==> src/rtl/gmii_tx_pkg.sv <==
// Shared state encoding and fixed symbol values for the GMII transmit framer.
package gmii_tx_pkg;

  typedef enum logic [2:0] {
    IDLE,
    PRE,
    SFD,
    DATA,
    ERR,
    DISCARD,
    IPG
  } state_t;

  localparam logic [7:0] PREAMBLE_BYTE = 8'h55;
  localparam logic [7:0] SFD_BYTE      = 8'hD5;
  localparam logic [7:0] UNDERRUN_BYTE = 8'h00;

endpackage

==> src/rtl/gmii_tx_framer.sv <==
// Frames a MAC byte stream for the 1000BASE-T PCS encoder: preamble/SFD insertion,
// underrun signalling, minimum inter-packet gap and symbol time indexing.
//
// state   | meaning
// IDLE    | waiting for a frame, output idle
// PRE     | emitting preamble bytes
// SFD     | emitting start-of-frame delimiter, first beat accepted here
// DATA    | forwarding accepted beats one cycle later
// ERR     | single error symbol after an underrun
// DISCARD | dropping beats of a broken frame up to its last
// IPG     | holding enable low for the gap
module gmii_tx_framer
  import gmii_tx_pkg::*;
#(
  parameter int PREAMBLE_BYTES = 7,
  parameter int IPG_BYTES      = 12,
  parameter int N_WIDTH        = 32
) (
  input  logic               clock,
  input  logic               reset,
  input  logic               io_in_valid,
  output logic               io_in_ready,
  input  logic [7:0]         io_in_data,
  input  logic               io_in_last,
  input  logic               io_in_error,
  output logic               io_tx_enable,
  output logic [7:0]         io_tx_data,
  output logic               io_tx_error,
  output logic [N_WIDTH-1:0] io_n,
  output logic [N_WIDTH-1:0] io_n0
);

  localparam logic [7:0] PRE_LOAD = 8'(PREAMBLE_BYTES - 1);
  localparam logic [7:0] IPG_LOAD = 8'(IPG_BYTES - 1);

  state_t     state_q, state_d;
  logic [7:0] cnt_q, cnt_d;
  logic       tx_en_d, tx_err_d, sof;
  logic [7:0] tx_data_d;

  assign io_in_ready = (state_q == SFD) || (state_q == DATA) || (state_q == DISCARD);

  always_comb begin
    state_d   = state_q;
    cnt_d     = cnt_q;
    tx_en_d   = 1'b0;
    tx_data_d = 8'h00;
    tx_err_d  = 1'b0;
    sof       = 1'b0;
    case (state_q)
      IDLE: begin
        if (io_in_valid) begin
          state_d   = PRE;
          cnt_d     = PRE_LOAD;
          tx_en_d   = 1'b1;
          tx_data_d = PREAMBLE_BYTE;
          sof       = 1'b1;
        end
      end
      PRE: begin
        tx_en_d = 1'b1;
        if (cnt_q == 8'd0) begin
          state_d   = SFD;
          tx_data_d = SFD_BYTE;
        end else begin
          tx_data_d = PREAMBLE_BYTE;
          cnt_d     = cnt_q - 8'd1;
        end
      end
      SFD, DATA: begin
        tx_en_d = 1'b1;
        if (io_in_valid) begin
          tx_data_d = io_in_data;
          tx_err_d  = io_in_error;
          if (io_in_last) begin
            state_d = IPG;
            cnt_d   = IPG_LOAD;
          end else begin
            state_d = DATA;
          end
        end else begin
          // Upstream starved mid-frame: poison the frame on the line.
          tx_data_d = UNDERRUN_BYTE;
          tx_err_d  = 1'b1;
          state_d   = ERR;
        end
      end
      ERR: state_d = DISCARD;
      DISCARD: begin
        if (io_in_valid && io_in_last) begin
          state_d = IPG;
          cnt_d   = IPG_LOAD;
        end
      end
      IPG: begin
        if (cnt_q == 8'd0) state_d = IDLE;
        else               cnt_d   = cnt_q - 8'd1;
      end
      default: state_d = IDLE;
    endcase
  end

  always_ff @(posedge clock or posedge reset) begin
    if (reset) begin
      state_q      <= IDLE;
      cnt_q        <= 8'd0;
      io_tx_enable <= 1'b0;
      io_tx_data   <= 8'h00;
      io_tx_error  <= 1'b0;
      io_n         <= '0;
      io_n0        <= '0;
    end else begin
      state_q      <= state_d;
      cnt_q        <= cnt_d;
      io_tx_enable <= tx_en_d;
      io_tx_data   <= tx_data_d;
      io_tx_error  <= tx_err_d;
      io_n         <= io_n + N_WIDTH'(1);
      // Record the index that will be on io_n when the first preamble byte shows.
      if (sof) io_n0 <= io_n + N_WIDTH'(1);
    end
  end

endmodule

==> config.mk <==
export PLATFORM = sky130hd
export DESIGN_NAME = gmii_tx_framer
export DESIGN_NICKNAME = d
export VERILOG_FILES = /design/src/rtl/gmii_tx_pkg.sv /design/src/rtl/gmii_tx_framer.sv
export SDC_FILE = /design/constraint.sdc
export NUM_CORES = 1
export LEC_CHECK = 0
export CORE_ASPECT_RATIO = 0.75
export CORE_UTILIZATION = 50
export DETAILED_ROUTE_END_ITERATION = 7
export MAX_ROUTING_LAYER = met4
export PLACE_DENSITY = 0.81
export SLEW_MARGIN = 20
export SYNTH_ARGS = -nofsm -noshare
export SYNTH_HDL_FRONTEND = slang
export SYNTH_SLANG_ARGS = --single-unit
==> constraint.sdc <==
create_clock -name clock -period 3.34 [get_ports clock]
set_input_delay 0.334 -clock clock [delete_from_list [all_inputs] [get_ports clock]]
set_output_delay 0.334 -clock clock [all_outputs]
set_load 0.005 [all_outputs]
==> results of run 1 <==
## power by group through the flow
stage          Clock, uW  Combinational [uW]  Sequential [uW]
3_3_place_gp           0                1040             1450
2_1_floorplan          0                 611             1400
6_report             795                1070             1440
4_1_cts              806                1080             1440
5_1_grt              839                1180             1480
3_5_place_dp           0                1070             1460
## placed cells by master, fill, tap and decap left out, types with 5 or more instances in the layout
cell / count
or3_1: 7
a21oi_1: 7
o31ai_1: 12
or4_1: 10
and3_1: 7
o21ai_0: 10
xnor2_1: 11
nor2_1: 23
nand4_1: 5
and4_1: 5
nand3_1: 14
mux2_2: 11
inv_1: 10
dfrtp_1: 85
clkbuf_8: 9
nand2_1: 54
clkdlybuf4s50_1: 87
a31oi_1: 17
xor2_1: 6
## flip-flops by register name, summed over array words and instances (netlist names)
register,flops
cnt_q,8
io_n,32
io_n0,32
io_tx_data,8
io_tx_enable,1
io_tx_error,1
state_q,3
## worst min path at each step
stage	start	to	slack, ns	depth (start not counted)
3_3_place_gp	io_n0[1]	io_n0[1]	0.47	2
3_5_place_dp	io_n0[2]	io_n0[2]	0.47	2
5_1_grt	reset	cnt_q[1]	0.44	3
6_report	reset	cnt_q[1]	0.37	3
4_1_cts	reset	io_n0[3]	0.41	3
2_1_floorplan	io_in_last	state_q[0]	0.44	1
## routing by layer
layer  vias to the layer above  wire length, um  part of all wire [%]  GRT usage, %
li1                       1517                -                     -             -
met1                      1551             4130                    47          29.7
met2                        78             4220                    48          38.8
met3                         6              405                   4.6          6.40
met4                         0               51                  0.58          5.80
met5                         -                0                     0             -
## stage by stage
stage / cell area, um^2 / util [%] / total power [uW] / setup WS, ns
after global routing: 5050 / 68.3 / 3500 / 0.689
after global placement: 4830 / 65.3 / 2490 / 0.983
final: 5050 / 68.3 / 3310 / 0.831
after floorplan: 3860 / - / 2010 / 0.813
after CTS: 5050 / 68.3 / 3320 / 0.833
after detailed placement: 4830 / 65.3 / 2530 / 0.871
## final cells by class
type	count	area [um^2]
clock buffers	11	131
inverters	11	42.5
flip-flops and latches	85	2130
well taps	101	126
multi-input cells	257	1630
clock inverters	5	83.8
fillers	562	2350
repair buffers	90	906
## cell usage after synthesis, types with 2 or more instances
master / instances / area [um^2]
a21oi_1: 7 / 35.0
clkbuf_1: 15 / 56.3
ha_1: 3 / 37.5
nor4b_1: 3 / 26.3
o211ai_1: 3 / 22.5
or4_1: 10 / 75.1
xor2_1: 6 / 52.6
o21ai_0: 10 / 50.1
or4_4: 3 / 33.8
nor3_1: 4 / 20.0
nand2_1: 54 / 203
nand3_1: 14 / 70.1
inv_1: 11 / 41.3
and2_1: 3 / 18.8
nor4_1: 4 / 25.0
nand4_1: 5 / 31.3
nand3b_1: 2 / 15.0
mux2_2: 11 / 124
and3_1: 7 / 43.8
nor2b_1: 3 / 18.8
nand2b_1: 2 / 12.5
o31ai_1: 12 / 90.1
and4_1: 5 / 43.8
dfrtp_1: 85 / 2130
nor3b_1: 3 / 22.5
buf_2: 2 / 10.0
nand4_2: 2 / 25.0
xnor2_1: 11 / 96.3
o22ai_1: 3 / 18.8
o221ai_1: 2 / 17.5
nor2_1: 23 / 86.3
a31oi_1: 17 / 106
o2bb2ai_1: 3 / 26.3
or3_1: 7 / 43.8
## critical path: stages, from the launching register on
cell,delay [ns]
dfrtp_1,0.46
ha_1,0.27
nand4_2,0.19
or4_1,0.74
or4_4,0.59
a31oi_1,0.19
## logic make-up after synthesis
group / synth area share (%)
compound gates: 12.3
mux: 3.20
xor+xnor: 3.85
fa+ha+maj: 0.971
flops: 55.0
simple gates: 21.7
buf+inv: 2.88
==> out/metrics.cfg, run 1 <==
[clock_tree]
root_buffer = clkbuf_8
htreeDepth = 3
clk_path_buf_depth = 2
clkSlewWorstSetupHoldPaths_ns = 0.09
cts_setup_buffers = 0
ctsHoldBuffers = 0
clk_latency_ns = 0.35
clock-sinks = 85
cts_resized = 0
cts_tree = built
cts_inserted_buffers = 9

[power]
power_per_cell_area_nw_per_um2 = 655
swShare_pct = 31.4
ir_drop_uv = 342
internal_power_uw = 2270
p_seq_share_pct = 43.7
clkPwrFrac_pct = 24.0
p_sw_uw = 1040
combPwrFrac_pct = 32.3
p_leak_uw = 0.00223

[global_route]
grt_use_total_pct = 23.7
grt_max_degree = 86
grt_pass1_vias = 3091
grt_overflow = 0
antenna_found_initial = 0
grt_pass1_wl_um = 14800

[final_layout]
final_nets = 470
layout-drive-gt1-share_pct = 8.50
antenna_cells = 0
layout.cells.non_filler = 560
areaGrowthSynthToFinish_pct = 30.7

[critical_path]
cp-end-kind = flip-flop
start_kind = flip-flop
endpoint = io_n0[24]
worstPathMaxFanout = 18
critPathArrivalTime_ns = 2.78
r2r_slack_ns = 0.83
startpoint = io_n[0]
path_class = flip-flop to flip-flop
required_ns = 3.61
reg2reg_from = io_n[0]
rr_endpoint = io_n0[24]
r2r_cells = 5

[logic_synthesis]
yosysUniqueCellTypes = 50
yosysSeqAreaShare_pct = 55.0
ys_ff_latch = 85
synth_edf_count = 0
synth.avg_cell_area_um2 = 10.4
syn_area_um2 = 3860
ys.flop_type = dfrtp_1
synth_nets = 387
synth_warnings = 0
synthArstFlopShare_pct = 100
syn-instance-count = 371

[die]
num_io_pins = 88
die_w_um = 104
rows = 27
die_h_um = 78.1
design.die.area_um2 = 8090
coreArea_um2 = 7400
start_util_pct = 52.2

[detailed_routing]
drc = 0
drt_iter0_markers = 195
first_pass_iters = 4
vias = 3152
vias_per_cell = 5.63
wl_per_cell_um = 15.7
ant_nets = 0
routed_wl_um = 8810

[sta]
finalSetupViolations = 0
finalSetupTns_ns = 0
clock.fmax_mhz = 399
rsz0062_at_grt = no
tightest_slew_ns = 0.709
relSlewSlack_pct = 52.6
hold_viol = 0
drv_slew = 0
whs_ns = 0.375
fin_crit_ns = 2.51
finalCritPeriodShare_pct = 75.1
skew_ns = 0.0113

[placement]
hpwl_um = 6020
dp.cells = 544
gp_congestion = 0.784
io_buffers = 87

[run]
maxCapViolCount = 0

[worst_hold_path]
min_path_type = primary input to async pin

[run_status]
status = completed

Power figures use the tool's default switching activity.
==> inputs of run 2 (changes only) <==
CORE_UTILIZATION = 45   (was 50)
PLACE_DENSITY = 0.77   (was 0.81)
clock period = 2.3 ns   (was 3.34 ns; I/O delays follow)
==> out/metrics.cfg, run 2 (synthesis results as in run 1) <==
[run_status]
status = completed

[power]
swShare_pct = 29.7
combPwrFrac_pct = 31.3
p_leak_uw = 0.00235
power_per_cell_area_nw_per_um2 = 1010
clkPwrFrac_pct = 29.2
p_sw_uw = 1580
ir_drop_uv = 648
p_seq_share_pct = 39.6
internal_power_uw = 3740

[die]
die_w_um = 109
rows = 28
num_io_pins = 88
design.die.area_um2 = 8970
start_util_pct = 47.8
die_h_um = 82.3
coreArea_um2 = 8090

[detailed_routing]
wl_per_cell_um = 15.6
routed_wl_um = 9030
first_pass_iters = 4
ant_nets = 0
drt_iter0_markers = 200
vias = 3196
vias_per_cell = 5.53
drc = 0

[clock_tree]
ctsHoldBuffers = 0
clkSlewWorstSetupHoldPaths_ns = 0.06
root_buffer = clkbuf_16
clock-sinks = 85
cts_inserted_buffers = 9
htreeDepth = 3
cts_tree = built
clk_path_buf_depth = 2
clk_latency_ns = 0.34

[sta]
rsz0062_at_grt = no
tightest_slew_ns = 0.538
drv_slew = 0
finalCritPeriodShare_pct = 95.4
fin_crit_ns = 2.19
layout_setup_ws_ns = 0.106
finalSetupTns_ns = 0
finalSetupViolations = 0
relSlewSlack_pct = 63.8
skew_ns = 0.00590
hold_viol = 0
clock.fmax_mhz = 456
whs_ns = 0.327

[critical_path]
critPathArrivalTime_ns = 2.45
worstPathMaxFanout = 18
required_ns = 2.55
startpoint = io_n[1]
r2r_cells = 6
r2r_slack_ns = 0.11
reg2reg_from = io_n[1]
rr_endpoint = io_n0[20]
start_kind = flip-flop
path_class = flip-flop to flip-flop
cp-end-kind = flip-flop

[final_layout]
areaGrowthSynthToFinish_pct = 37.0
antenna_cells = 0
layout_common_cells = clkdlybuf4s50_1 (87), dfrtp_1 (84), nand2_1 (54)
final_nets = 484
multiInputGateArea_um2 = 1640
layout_commonest_cell = clkdlybuf4s50_1
utilization_pct = 65.4
regArea_um2 = 2130
largestRegisters = io_n0 x32, io_n x32
n_fill_cell = 666
layout-drive-gt1-share_pct = 12.1

[global_route]
grt_pass1_wl_um = 14800
grt_max_degree = 56
grt_overflow = 0
antenna_found_initial = 0
grt_pass1_vias = 3029
grt_use_total_pct = 22.4

[placement]
post-place-ws_ns = 0.0898
gp_congestion = 0.856
hpwl_um = 6320
io_buffers = 87

[run]
maxCapViolCount = 0

[worst_hold_path]
min_path_type = primary input to async pin

==> run 2: worst max path at each step <==
stage	slack, ns	end	cells after the start
floorplan	0.25	io_n0[24]	7
global placement	0.19	io_n0[26]	6
detailed placement	0.09	io_n0[20]	6
CTS	0.05	io_in_ready	4
global route	0.01	io_in_ready	4
finish	0.11	io_n0[20]	6
==> run 2: critical path, stage by stage (launching register included) <==
cell     delay (ns)
dfrtp_1        0.38
ha_2           0.22
nand4_2        0.18
or4_1          0.44
buf_4          0.21
or4_4          0.50
a31oi_2        0.17
==> run 2: power groups by stage <==
stage / clock, uW / combinational [uW] / sequential, uW
2_1_floorplan: 0 / 887 / 2030
3_3_place_gp: 0 / 1610 / 2110
3_5_place_dp: 0 / 1660 / 2120
4_1_cts: 1580 / 1680 / 2100
5_1_grt: 1640 / 1840 / 2150
6_report: 1550 / 1670 / 2110
==> run 2: stage by stage <==
stage,total power [uW],std cells,cell area [um^2]
3_3_place_gp,3720,560,4940
2_1_floorplan,2920,371,3870
5_1_grt,5640,578,5300
4_1_cts,5360,576,5270
3_5_place_dp,3780,560,4940
6_report,5320,578,5300
==> run 2: repair_timing <==
item                                   4_1_cts  5_1_grt
endpoints found under the hold margin        0        0
buffers inserted                             0        2
setup endpoints to repair                    0        4
resized for setup                            0        3
==> run 2: routing by layer <==
metal | part of all wire (%) | GRT usage [%] | routed length [um] | vias to the layer above
met5 | 0 | - | 0 | -
li1 | - | - | - | 1546
met2 | 48 | 35.7 | 4340 | 84
met1 | 45 | 28.2 | 4100 | 1551
met3 | 4.7 | 4.95 | 424 | 15
met4 | 1.9 | 8.92 | 170 | 0
==> run 2: final cells by class <==
| cell class | count | area share [%] |
|---|---|---|
| clock buffers | 11 | 4.58 |
| flip-flops and latches | 85 | 40.2 |
| inverters | 11 | 0.850 |
| clock inverters | 5 | 1.58 |
| repair buffers | 104 | 19.3 |
| multi-input cells | 257 | 31.0 |
| well taps | 105 | 2.48 |
==> inputs of run 3 (changes only) <==
CELL_PAD_IN_SITES_DETAIL_PLACEMENT = 0   (was default)
CELL_PAD_IN_SITES_GLOBAL_PLACEMENT = 1   (was default)
CORE_UTILIZATION = 35   (was 45)
==> out/metrics.cfg, run 3 (synthesis results as in run 1) <==
[critical_path]
start_kind = flip-flop
cp-end-kind = flip-flop
path_class = flip-flop to flip-flop
cp_cell_sequence = ha_1 > nand4_2 > or4_1 > buf_4 > or4_4 > a31oi_1
critPathTopFamily = simple AND/OR/NAND/NOR gates
critPathBufInv = 1
crit_slowest_cell = or4_4
required_ns = 2.55
slowest_delay_ns = 0.50
critPathArrivalTime_ns = 2.45
worstPathMaxFanout = 18

[clock_tree]
cts_setup_buffers = 0
clk_path_buf_depth = 2
htreeDepth = 3
clkSlewWorstSetupHoldPaths_ns = 0.06
clock-sinks = 85
ctsHoldBuffers = 0
cts_resized = 0
clk_latency_ns = 0.34
cts_inserted_buffers = 9
root_buffer = clkbuf_16
cts_tree = built

[detailed_routing]
routed_wl_um = 9290
wl_per_cell_um = 15.3
drc = 0
vias = 3162
ant_nets = 0
first_pass_iters = 4
vias_per_cell = 5.20
drt_iter0_markers = 178

[die]
die_h_um = 93.0
num_io_pins = 88
die_w_um = 123
coreArea_um2 = 10500
start_util_pct = 36.8
design.die.area_um2 = 11500
rows = 32

[placement]
hpwl_um = 6620
gp_congestion = 0.858
io_buffers = 87

[global_route]
grt_pass1_vias = 3104
grt_busiest_layer = met1
grt_pass1_wl_um = 15500
met2_usage_pct = 25.0
antenna_found_initial = 0
grt_max_degree = 47
grtUsageMet3_pct = 5.43
use_met1_pct = 25.2
grt_use_total_pct = 18.0
grt_overflow = 0

[sta]
skew_ns = 0.00830
tightest_slew_ns = 0.562
drv_slew = 0
finalCritPeriodShare_pct = 95.7
clock.fmax_mhz = 455
finalSetupViolations = 0
rsz0062_at_grt = no
hold_viol = 0
finalSetupTns_ns = 0
relSlewSlack_pct = 62.5
fin_crit_ns = 2.20

[power]
ir_drop_uv = 439
power.total_uw = 5250
p_leak_uw = 0.00234
power_per_cell_area_nw_per_um2 = 992

[run_status]
status = completed

[final_layout]
layout_common_cells = clkdlybuf4s50_1 (87), dfrtp_1 (85), nand2_1 (54)
layout-drive-gt1-share_pct = 11.7
final_nets = 483
layout_commonest_cell = clkdlybuf4s50_1
multiInputGateArea_um2 = 1640
areaGrowthSynthToFinish_pct = 36.9
n_fill_cell = 985
antenna_cells = 0
regArea_um2 = 2130
largestRegisters = io_n0 x32, io_n x32

[worst_hold_path]
min_path_type = primary input to async pin

[run]
maxCapViolCount = 0

run 3: worst paths after layout:
path | to | slack, ns | cells after the start | startpoint
min reg2reg | io_n0[1] | 0.49 | 2 | io_n0[1]
max | io_n0[26] | 0.1 | 6 | io_n[1]
min in group clock | io_tx_data[6] | 0.45 | 3 | io_in_data[6]
max in group asynchronous | io_n[4] | 1.40 | 3 | reset
max reg2reg | io_n0[26] | 0.1 | 6 | io_n[1]
min | io_n[23] | 0.30 | 2 | reset
run 3: layout make-up:
cell class	count	share of cell area, %
inverters	11	0.851
clock buffers	9	4.26
multi-input cells	257	30.9
repair buffers	103	19.2
clock inverters	7	1.39
flip-flops and latches	85	40.2
well taps	136	3.22
run 3: where the power goes:
part | switching [uW] | internal [uW] | total (uW) | leakage (uW)
logic | 770 | 960 | 1730 | 0.00109
clock network | 613 | 847 | 1460 | 0.000146
registers | 243 | 1820 | 2060 | 0.00110
total | 1630 | 3630 | 5250 | 0.00234
run 3: layer usage:
| metal | routed length [um] | vias to the layer above |
|---|---|---|
| li1 | - | 1539 |
| met1 | 4690 | 1552 |
| met2 | 4040 | 62 |
| met3 | 476 | 9 |
| met4 | 87 | 0 |
| met5 | 0 | - |
run 3: per-stage QoR:
stage / instance area, um^2 / hold slack, ns / util (%) / setup WS [ns] / std cells
3_5_place_dp: 4990 / 0.466 / 47.6 / 0.110 / 592
2_1_floorplan: 3870 / 0.339 / - / 0.252 / 371
6_report: 5290 / 0.304 / 50.5 / 0.0999 / 608
5_1_grt: 5290 / 0.350 / 50.5 / 0.000435 / 608
3_3_place_gp: 4990 / 0.461 / 47.6 / 0.177 / 592
4_1_cts: 5290 / 0.322 / 50.4 / 0.0169 / 608
